`config.mk`:
```
export PLATFORM = sky130hd
export DESIGN_NAME = ysyx_25040109_trap_ctrl
export DESIGN_NICKNAME = d
export VERILOG_FILES = /design/src/rtl/ysyx_25040109_trap_ctrl.sv
export SDC_FILE = /design/constraint.sdc
export NUM_CORES = 1
export LEC_CHECK = 0
export CAP_MARGIN = 20
export CORE_AREA = 5 5 117 119
export CTS_BUF_LIST = sky130_fd_sc_hd__clkbuf_8
export DETAILED_ROUTE_END_ITERATION = 10
export DIE_AREA = 0 0 122 124
export PLACE_DENSITY = 0.72
export SETUP_SLACK_MARGIN = 0.15
export SYNTH_ARGS = -nofsm -noshare
export SYNTH_HDL_FRONTEND = slang
export SYNTH_SLANG_ARGS = --single-unit
```
`constraint.sdc`:
```
create_clock -name clk -period 2.16 [get_ports clk]
set_input_delay 0.324 -clock clk [delete_from_list [all_inputs] [get_ports clk]]
set_output_delay 0.324 -clock clk [all_outputs]
set_load 0.05 [all_outputs]
```
`src/rtl/ysyx_25040109_trap_ctrl.sv`:
```
`default_nettype none
// ============================================================================
// Module      : ysyx_25040109_trap_ctrl
// Description : CSR / trap sequencer driving the single CSR write port and
//               the GPR write port of the register/CSR file.
//               - csrrw/csrrs/csrrc (+ immediate forms): one cycle, no stall.
//               - mret: one cycle, mstatus update and redirect to mepc.
//               - ecall/ebreak: four-cycle sequence writing mepc, mcause and
//                 mstatus on consecutive cycles, then redirecting to mtvec.
//                 Fetch is stalled for the three write cycles.
// Ports       :
//   clk, rst                 clock, synchronous active-high reset
//   valid_i, is_*            decoded instruction valid and class flags
//   funct3, csr_addr_i       CSR operation and address from the instruction
//   rs1_idx, rs1_data, rd_i  source index/zimm, source value, destination
//   pc_i                     PC of the instruction
//   csr_rdata                combinational read of csr_addr
//   mepc_in, mtvec_in        current mepc / mtvec
//   csr_we/addr/wdata        CSR write port
//   gpr_wen/waddr/wdata      GPR write port (old CSR value -> rd)
//   stall                    hold PC and instruction this cycle
//   redirect_valid/pc        PC load request and target
//   busy                     trap sequence in progress
// Revision    : 1.0 - initial release
// ============================================================================
module ysyx_25040109_trap_ctrl #(
    parameter int DATA_WIDTH   = 32,
    parameter int ECALL_CAUSE  = 11,
    parameter int EBREAK_CAUSE = 3
) (
    input  logic                  clk,
    input  logic                  rst,
    input  logic                  valid_i,
    input  logic                  is_csr,
    input  logic                  is_ecall,
    input  logic                  is_ebreak,
    input  logic                  is_mret,
    input  logic [2:0]            funct3,
    input  logic [11:0]           csr_addr_i,
    input  logic [4:0]            rs1_idx,
    input  logic [DATA_WIDTH-1:0] rs1_data,
    input  logic [4:0]            rd_i,
    input  logic [DATA_WIDTH-1:0] pc_i,
    input  logic [DATA_WIDTH-1:0] csr_rdata,
    input  logic [DATA_WIDTH-1:0] mepc_in,
    input  logic [DATA_WIDTH-1:0] mtvec_in,
    output logic                  csr_we,
    output logic [11:0]           csr_addr,
    output logic [DATA_WIDTH-1:0] csr_wdata,
    output logic                  gpr_wen,
    output logic [4:0]            gpr_waddr,
    output logic [DATA_WIDTH-1:0] gpr_wdata,
    output logic                  stall,
    output logic                  redirect_valid,
    output logic [DATA_WIDTH-1:0] redirect_pc,
    output logic                  busy
);

    localparam logic [11:0] c_CSR_MSTATUS = 12'h300;
    localparam logic [11:0] c_CSR_MEPC    = 12'h341;
    localparam logic [11:0] c_CSR_MCAUSE  = 12'h342;

    // mstatus field positions
    localparam int c_MIE     = 3;
    localparam int c_MPIE    = 7;
    localparam int c_MPP_LO  = 11;
    localparam int c_MPP_HI  = 12;

    typedef enum logic [1:0] {
        S_IDLE     = 2'd0,
        S_W_CAUSE  = 2'd1,
        S_W_STATUS = 2'd2,
        S_REDIR    = 2'd3
    } state_t;

    state_t                r_state;
    state_t                w_next;
    logic [DATA_WIDTH-1:0] r_cause;

    logic                  w_take_trap;
    logic [DATA_WIDTH-1:0] w_cause_sel;
    logic [1:0]            w_csr_op;
    logic [DATA_WIDTH-1:0] w_csr_src;
    logic [DATA_WIDTH-1:0] w_mret_status;
    logic [DATA_WIDTH-1:0] w_trap_status;

    logic                  w_we;
    logic [11:0]           w_addr;
    logic [DATA_WIDTH-1:0] w_wdata;
    logic                  w_gwen;
    logic [4:0]            w_gwaddr;
    logic [DATA_WIDTH-1:0] w_gwdata;
    logic                  w_stall;
    logic                  w_redir;
    logic [DATA_WIDTH-1:0] w_rpc;

    // ------------------------------------------------------------------------
    // Instruction decode helpers
    // ------------------------------------------------------------------------
    // ecall wins over ebreak when both flags are set.
    assign w_take_trap = (r_state == S_IDLE) && valid_i && (is_ecall || is_ebreak);
    assign w_cause_sel = is_ecall ? DATA_WIDTH'(ECALL_CAUSE) : DATA_WIDTH'(EBREAK_CAUSE);

    // funct3[1:0]: 01 RW, 10 RS, 11 RC; funct3[2] selects zimm as the source.
    assign w_csr_op  = funct3[1:0];
    assign w_csr_src = funct3[2] ? {{(DATA_WIDTH-5){1'b0}}, rs1_idx} : rs1_data;

    // mret: MIE <- MPIE, MPIE <- 1, MPP <- M.
    always_comb begin
        w_mret_status                  = csr_rdata;
        w_mret_status[c_MIE]           = csr_rdata[c_MPIE];
        w_mret_status[c_MPIE]          = 1'b1;
        w_mret_status[c_MPP_HI:c_MPP_LO] = 2'b11;
    end

    // Trap entry: MPIE <- MIE, MIE <- 0, MPP <- M.
    always_comb begin
        w_trap_status                  = csr_rdata;
        w_trap_status[c_MPIE]          = csr_rdata[c_MIE];
        w_trap_status[c_MIE]           = 1'b0;
        w_trap_status[c_MPP_HI:c_MPP_LO] = 2'b11;
    end

    // ------------------------------------------------------------------------
    // State and latched cause
    // ------------------------------------------------------------------------
    always_ff @(posedge clk) begin
        if (rst) begin
            r_state <= S_IDLE;
            r_cause <= '0;
        end else begin
            r_state <= w_next;
            if (w_take_trap) begin
                r_cause <= w_cause_sel;
            end
        end
    end

    // ------------------------------------------------------------------------
    // Next state and raw outputs
    // ------------------------------------------------------------------------
    always_comb begin
        w_next   = r_state;
        w_we     = 1'b0;
        w_addr   = '0;
        w_wdata  = '0;
        w_gwen   = 1'b0;
        w_gwaddr = '0;
        w_gwdata = '0;
        w_stall  = 1'b0;
        w_redir  = 1'b0;
        w_rpc    = '0;

        case (r_state)
            S_IDLE: begin
                if (valid_i) begin
                    if (is_ecall || is_ebreak) begin
                        // First trap write happens in the accepting cycle.
                        w_addr  = c_CSR_MEPC;
                        w_wdata = pc_i;
                        w_we    = 1'b1;
                        w_stall = 1'b1;
                        w_next  = S_W_CAUSE;
                    end else if (is_mret) begin
                        w_addr  = c_CSR_MSTATUS;
                        w_wdata = w_mret_status;
                        w_we    = 1'b1;
                        w_redir = 1'b1;
                        w_rpc   = mepc_in;
                    end else if (is_csr && (w_csr_op != 2'b00)) begin
                        w_addr = csr_addr_i;
                        case (w_csr_op)
                            2'b01:   w_wdata = w_csr_src;
                            2'b10:   w_wdata = csr_rdata | w_csr_src;
                            default: w_wdata = csr_rdata & ~w_csr_src;
                        endcase
                        // Set/clear with rs1/zimm == 0 must not write the CSR.
                        w_we     = (w_csr_op == 2'b01) || (rs1_idx != 5'd0);
                        w_gwen   = (rd_i != 5'd0);
                        w_gwaddr = rd_i;
                        w_gwdata = csr_rdata;
                    end
                end
            end
            S_W_CAUSE: begin
                w_addr  = c_CSR_MCAUSE;
                w_wdata = r_cause;
                w_we    = 1'b1;
                w_stall = 1'b1;
                w_next  = S_W_STATUS;
            end
            S_W_STATUS: begin
                w_addr  = c_CSR_MSTATUS;
                w_wdata = w_trap_status;
                w_we    = 1'b1;
                w_stall = 1'b1;
                w_next  = S_REDIR;
            end
            S_REDIR: begin
                w_redir = 1'b1;
                w_rpc   = {mtvec_in[DATA_WIDTH-1:2], 2'b00};
                w_next  = S_IDLE;
            end
            default: begin
                w_next = S_IDLE;
            end
        endcase
    end

    // ------------------------------------------------------------------------
    // Outputs are forced quiet during the reset cycle so an in-flight trap
    // cannot issue a write or a redirect while being aborted.
    // ------------------------------------------------------------------------
    assign csr_we         = w_we & ~rst;
    assign csr_addr       = rst ? '0 : w_addr;
    assign csr_wdata      = rst ? '0 : w_wdata;
    assign gpr_wen        = w_gwen & ~rst;
    assign gpr_waddr      = rst ? '0 : w_gwaddr;
    assign gpr_wdata      = rst ? '0 : w_gwdata;
    assign stall          = w_stall & ~rst;
    assign redirect_valid = w_redir & ~rst;
    assign redirect_pc    = rst ? '0 : w_rpc;
    assign busy           = (r_state != S_IDLE) & ~rst;

endmodule

`default_nettype wire

```
==> impl_metrics.json, run 1 <==
{
  "power_frac_clock_pct": 2.9,
  "fin_crit_ps": 2310,
  "syn_avg_cell_area_um2": 6.69,
  "pwr-share-comb_pct": 94.3,
  "antenna_found_initial": 3,
  "cp.required_ps": 1840,
  "synth_edf_count": 0,
  "p_int_w": 0.00282,
  "finalMaxSlewViolations": 0,
  "reg2regPathDepth": 10,
  "place_hpwl_mm": 16.4,
  "avgViaCountPerCell": 5.67,
  "synth_cell_type_count": 50,
  "port_buffers": 307,
  "drv_cap": 0,
  "syn_nets": 687,
  "syn_to_final_growth_pct": 221,
  "async_reset_ff_share_pct": 0,
  "path_cells": "buf_12, buf_6, ha_4, or2_4, buf_16, mux2i_1, o41ai_2, a22o_4, buf_12",
  "final.setup_skew_ps": 4.00,
  "finalWorstSetupSlack_ps": -147,
  "die_height_um": 124,
  "tightest_slew_ps": 395,
  "ys_seq_area_share_pct": 2.46,
  "yosys_warnings": 0,
  "synth_seq_cells": 4,
  "sw_frac_of_total_pct": 50.2,
  "htree_levels": 1,
  "cp_slowest_stage_delay_ps": 310,
  "busiest_layer": "met2",
  "clk_pin_slew_ps": 30,
  "layout_common_cells": "171 x clkdlybuf4s50_1, 127 x buf_12, 45 x and2_4, 44 x buf_6, 44 x buf_4",
  "rsz0062_at_grt": "yes",
  "core_area_um2": 12500,
  "drive_gt1_share_pct": 60.1,
  "ant_nets": 0,
  "cts_made_buffers": 3,
  "grt_util_all_layers_pct": 28.7,
  "cts_sinks": 4,
  "ioPinCount": 310,
  "num_vias": 5888,
  "n_fill_cell": 654,
  "path_delay_family": "buffers and inverters",
  "critical_path.max_fanout": 7,
  "final_common_cell": "clkdlybuf4s50_1",
  "grt_max_degree": 32,
  "grtUsageMet3_pct": 8.40,
  "pwr-share-seq_pct": 2.8,
  "synth_flop_cell": "dfxtp_1",
  "period_share_pct": 107,
  "drt-pass1-iter-count": 5,
  "fp.dieArea_um2": 15100,
  "timing.hold.ws_ps": 449,
  "initial_utilization_pct": 26.1,
  "first_global_vias": 6212,
  "path_buf_inv": 4,
  "crit_slowest_cell": "or2_4",
  "drt_iter0_markers": 476,
  "grt_overflow": 0,
  "clock_latency_ps": 220,
  "grt_first_pass_wirelength_mm": 34.1,
  "cp_data_arrival_time_ps": 1980,
  "hold_viol_final": 0,
  "syn_inst": 487,
  "path_common_cell": "buf_12",
  "rows": 41,
  "cp.depth": 9,
  "startpoint_type": "input port",
  "powerDensity_nw_per_um2": 542,
  "place.gp.congestion": 0.898,
  "utilization_pct": 83.8,
  "hold_class": "in2reg",
  "ctsHoldBuffers": 0,
  "leakagePower_nw": 4.08,
  "die_x_um": 122,
  "wl_per_cell_um": 23.7,
  "critical_path_class": "in2out",
  "finalWirelength_mm": 24.6,
  "finalPower_w": 0.00567,
  "status": "complete, but fails checks",
  "power.switching_w": 0.00284,
  "tritoncts": "yes",
  "grt_use_met2_pct": 54.4,
  "clk_path_buf_depth": 2,
  "cp-end-kind": "output port",
  "cts_root_buf": "clkbuf_8",
  "num-nets-final": 1065,
  "min_path_cells": 4,
  "vdd_drop_max_mv": 0.445,
  "violations": "negative setup slack",
  "drc": 0,
  "max_freq_mhz": 433,
  "syn_area_um2": 3260,
  "grt_util_met1_pct": 28.5,
  "setup_violations": 66,
  "dp_slack_ps": -616,
  "max_slew_margin_pct": 73.6
}
==> layout make-up <==
class | instances | area (µm²) | share of cell area [%]
clock buffer | 3 | 41.3 | 0.395
multi-input combinational | 427 | 4350 | 41.6
inverter | 5 | 36.3 | 0.347
tap | 172 | 215 | 2.06
timing repair buffer | 424 | 5710 | 54.7
sequential | 4 | 87.6 | 0.838
antenna | 2 | 5.00 | 0.0479
clock inverter | 1 | 3.75 | 0.0359
==> repair_timing <==
item / 4_1_cts / 5_1_grt
pin swaps: 71 / 43
setup buffers: 28 / 9
gates cloned: 10 / 3
resized for setup: 237 / 89
endpoints found under the setup margin: 117 / 117
==> cell families after synthesis <==
family                     share of synthesized area [%]
adders and majority gates                           3.07
and+or+nand+nor                                     33.5
buffers and inverters                               9.37
muxes                                               17.9
AOI/OAI and AO/OA                                   33.7
DFF                                                 2.46
==> worst paths after layout <==
path / start / endpoint / slack [ps]
worst max-delay path: funct3[0] / csr_wdata[6] / -150
worst min-delay path: is_ebreak / r_cause[3] / 450
worst max register to register: r_state[0] / r_cause[1] / 680
worst min register to register: r_cause[3] / r_cause[3] / 510
==> layer usage <==
| layer | wire, µm | vias to the layer above |
|---|---|---|
| met2 | 13100 | 404 |
| met1 | 7780 | 2793 |
| met5 | 14 | - |
| li1 | - | 2564 |
| met3 | 2420 | 123 |
| met4 | 1320 | 4 |
==> cell usage after synthesis (all sizes together) (2+ instances only) <==
master  count  area share (%)
ha          8             3.1
mux2        2            0.69
or4b        3            0.92
mux2i      56              17
and3        4            0.77
a21o        4             1.0
inv         5            0.58
and2       45             8.6
dfxtp       4             2.5
nor3        2            0.31
a21oi      10             1.5
a21boi      2            0.46
o21a        6             1.4
nand2b      5             1.2
a22o       25             6.7
o32ai       2            0.54
or2         6             1.2
nand2      32             3.7
a31oi       3            0.58
o41ai      24             6.4
nand3       4            0.61
nor4        3             1.0
o22ai       2            0.38
o21ai      32             4.9
clkbuf     22             2.7
buf        29             6.1
a22oi      35             8.1
nor2b      27             5.4
or4         2            0.46
o211ai      4            0.92
nor2       72             8.3
==> worst reg2reg max path, cell delays in order (launching register included) <==
cell and delay [ps]:
dfxtp_4 360, inv_4 70, ha_4 150, buf_4 120, nand2_4 60, buf_6 130, buf_6 110, nor2_4 180
buf_6 130, nor2_1 30, nor2_1 70
==> through the flow <==
step           instances  cell area, µm²  TNS [ps]
5_1_grt             1037           10400     -7360
3_3_place_gp         982            8690    -41040
3_5_place_dp         982            8690    -42900
2_1_floorplan        487            4020     -76.3
4_1_cts             1024            9930     -1540
6_report            1038           10400     -4050
==> sequential cells by signal, indices dropped and copies added (netlist names) <==
register	cells
r_state	2
r_cause	2
==> power groups by stage <==
stage / Combinational [W] / Sequential, W / Clock, W
global route: 0.00553 / 0.000161 / 0.000174
CTS: 0.00494 / 0.000156 / 0.000163
detailed placement: 0.00429 / 0.000169 / 0
global placement: 0.00423 / 0.000167 / 0
floorplan: 0.00237 / 0.000157 / 0
finish: 0.00534 / 0.000159 / 0.000166
Note: power is estimated with default switching activity, not from simulation.
==> run 2, diff against run 1 <==
REMOVE_ABC_BUFFERS = 1   (was default)
==> impl_metrics.json, run 2 (synthesis gave the netlist of run 1 again) <==
{
  "holdCritStartpoint": "rst",
  "htree_levels": 1,
  "initial_utilization_pct": 26.1,
  "n_fill_cell": 676,
  "hold_viol_final": 0,
  "max_freq_mhz": 435,
  "largest_registers": "r_cause (2), r_state (2)",
  "grt_util_met1_pct": 28.3,
  "fin_area_um2": 10200,
  "clock_latency_ps": 220,
  "ioPinCount": 310,
  "period_share_pct": 107,
  "cts_made_buffers": 3,
  "busiest_layer": "met2",
  "fin_crit_ps": 2300,
  "critical_path_class": "in2out",
  "wl_per_cell_um": 24.2,
  "avgViaCountPerCell": 5.56,
  "finalWorstSetupSlack_ps": -141,
  "clk_path_buf_depth": 2,
  "place.gp.congestion": 0.862,
  "num-nets-final": 1067,
  "die_height_um": 124,
  "place_hpwl_mm": 16.0,
  "die_x_um": 122,
  "timing.hold.ws_ps": 547,
  "grt_util_all_layers_pct": 27.8,
  "drt-pass1-iter-count": 5,
  "place_area_um2": 7960,
  "final.setup_skew_ps": 4.19,
  "finalWirelength_mm": 25.1,
  "cts_root_buf": "clkbuf_8",
  "syn_to_final_growth_pct": 212,
  "port_buffers": 307,
  "final_common_cell": "clkdlybuf4s50_1",
  "critical_path.max_fanout": 6,
  "tritoncts": "yes",
  "startpoint_type": "input port",
  "grt_overflow": 0,
  "cp-startpoint": "funct3[1]",
  "leakagePower_nw": 4.02,
  "drive_gt1_share_pct": 56.1,
  "dp_slack_ps": -630,
  "ant_nets": 0,
  "dp_cells": 989,
  "rr_startpoint": "r_state[1]",
  "drc": 0,
  "grtUsageMet3_pct": 7.86,
  "grt_first_pass_wirelength_mm": 33.0,
  "grt_use_met2_pct": 53.5,
  "hold_class": "in2reg",
  "powerDensity_nw_per_um2": 530,
  "fp.dieArea_um2": 15100,
  "finalMaxSlewViolations": 0,
  "rows": 41,
  "core_area_um2": 12500,
  "max_slew_margin_pct": 75.0,
  "cts_sinks": 4,
  "setup_violations": 74,
  "vdd_drop_max_mv": 0.538,
  "rsz0062_at_grt": "yes",
  "first_global_vias": 5931,
  "drv_cap": 0,
  "antenna_found_initial": 1,
  "violations": "negative setup slack",
  "cp.required_ps": 1840,
  "final_cell_count_no_fill": 1038,
  "layout_common_cells": "173 x clkdlybuf4s50_1, 113 x buf_12, 52 x buf_4, 44 x and2_4",
  "clk_pin_slew_ps": 40,
  "cp_data_arrival_time_ps": 1980,
  "tightest_slew_ps": 370,
  "status": "complete, but fails checks",
  "cp-end-kind": "output port",
  "num_vias": 5771,
  "grt_max_degree": 41,
  "drt_iter0_markers": 423,
  "utilization_pct": 81.6
}
==> run 2: per-layer routing <==
layer  up-vias  share of wire (%)
li1       2554                  -
met1      2729                 33
met2       395                 53
met3        93                9.5
met4         0                4.6
met5         -                  0
==> run 2: worst max-delay path, cell delays in order <==
cell,delay (ps)
buf_8,80
inv_4,40
buf_6,110
ha_4,160
or2_4,330
buf_16,170
mux2i_2,240
o41ai_2,120
a22o_1,260
buf_12,160
==> run 2: timing repair <==
item	in CTS	in global routing
cloned	15	4
resized for setup	241	197
endpoints found under the setup margin	117	117
hold buffers	0	0
pin swaps	84	86
endpoints found under the hold margin	0	0
setup buffers	15	11
==> run 2: power by group <==
group	leakage (nW)	total, W	switching [W]	internal (W)
sequential	0.0343	0.000157	0.0000450	0.000112
clock	0.0216	0.000161	0.0000414	0.000119
combinational	3.97	0.00508	0.00264	0.00244
total	4.02	0.00540	0.00273	0.00267
==> run 2: final cells by class <==
| type | count | area [µm²] | area share (%) |
|---|---|---|---|
| multi-input cells | 427 | 4010 | 39.4 |
| repair buffers | 426 | 5790 | 56.9 |
| well taps | 172 | 215 | 2.11 |
| flip-flops and latches | 4 | 87.6 | 0.861 |
| diodes | 1 | 2.50 | 0.0246 |
| inverters | 5 | 31.3 | 0.307 |
| clock buffers | 3 | 41.3 | 0.406 |
==> run 2: path summary, 6_finish.rpt <==
check,end,slack [ps],cells after the start
worst max-delay path,csr_wdata[27],-140,10
worst min-delay path,r_state[0],550,2
worst max register to register,r_cause[3],600,8
worst min register to register,r_cause[1],560,2
==> run 2: metrics by stage <==
stage               power [W]  setup TNS, ps
floorplan             0.00198         -86360
global placement      0.00395         -32330
detailed placement    0.00400         -35400
CTS                   0.00473          -2870
global route          0.00560         -10160
finish                0.00540          -4260
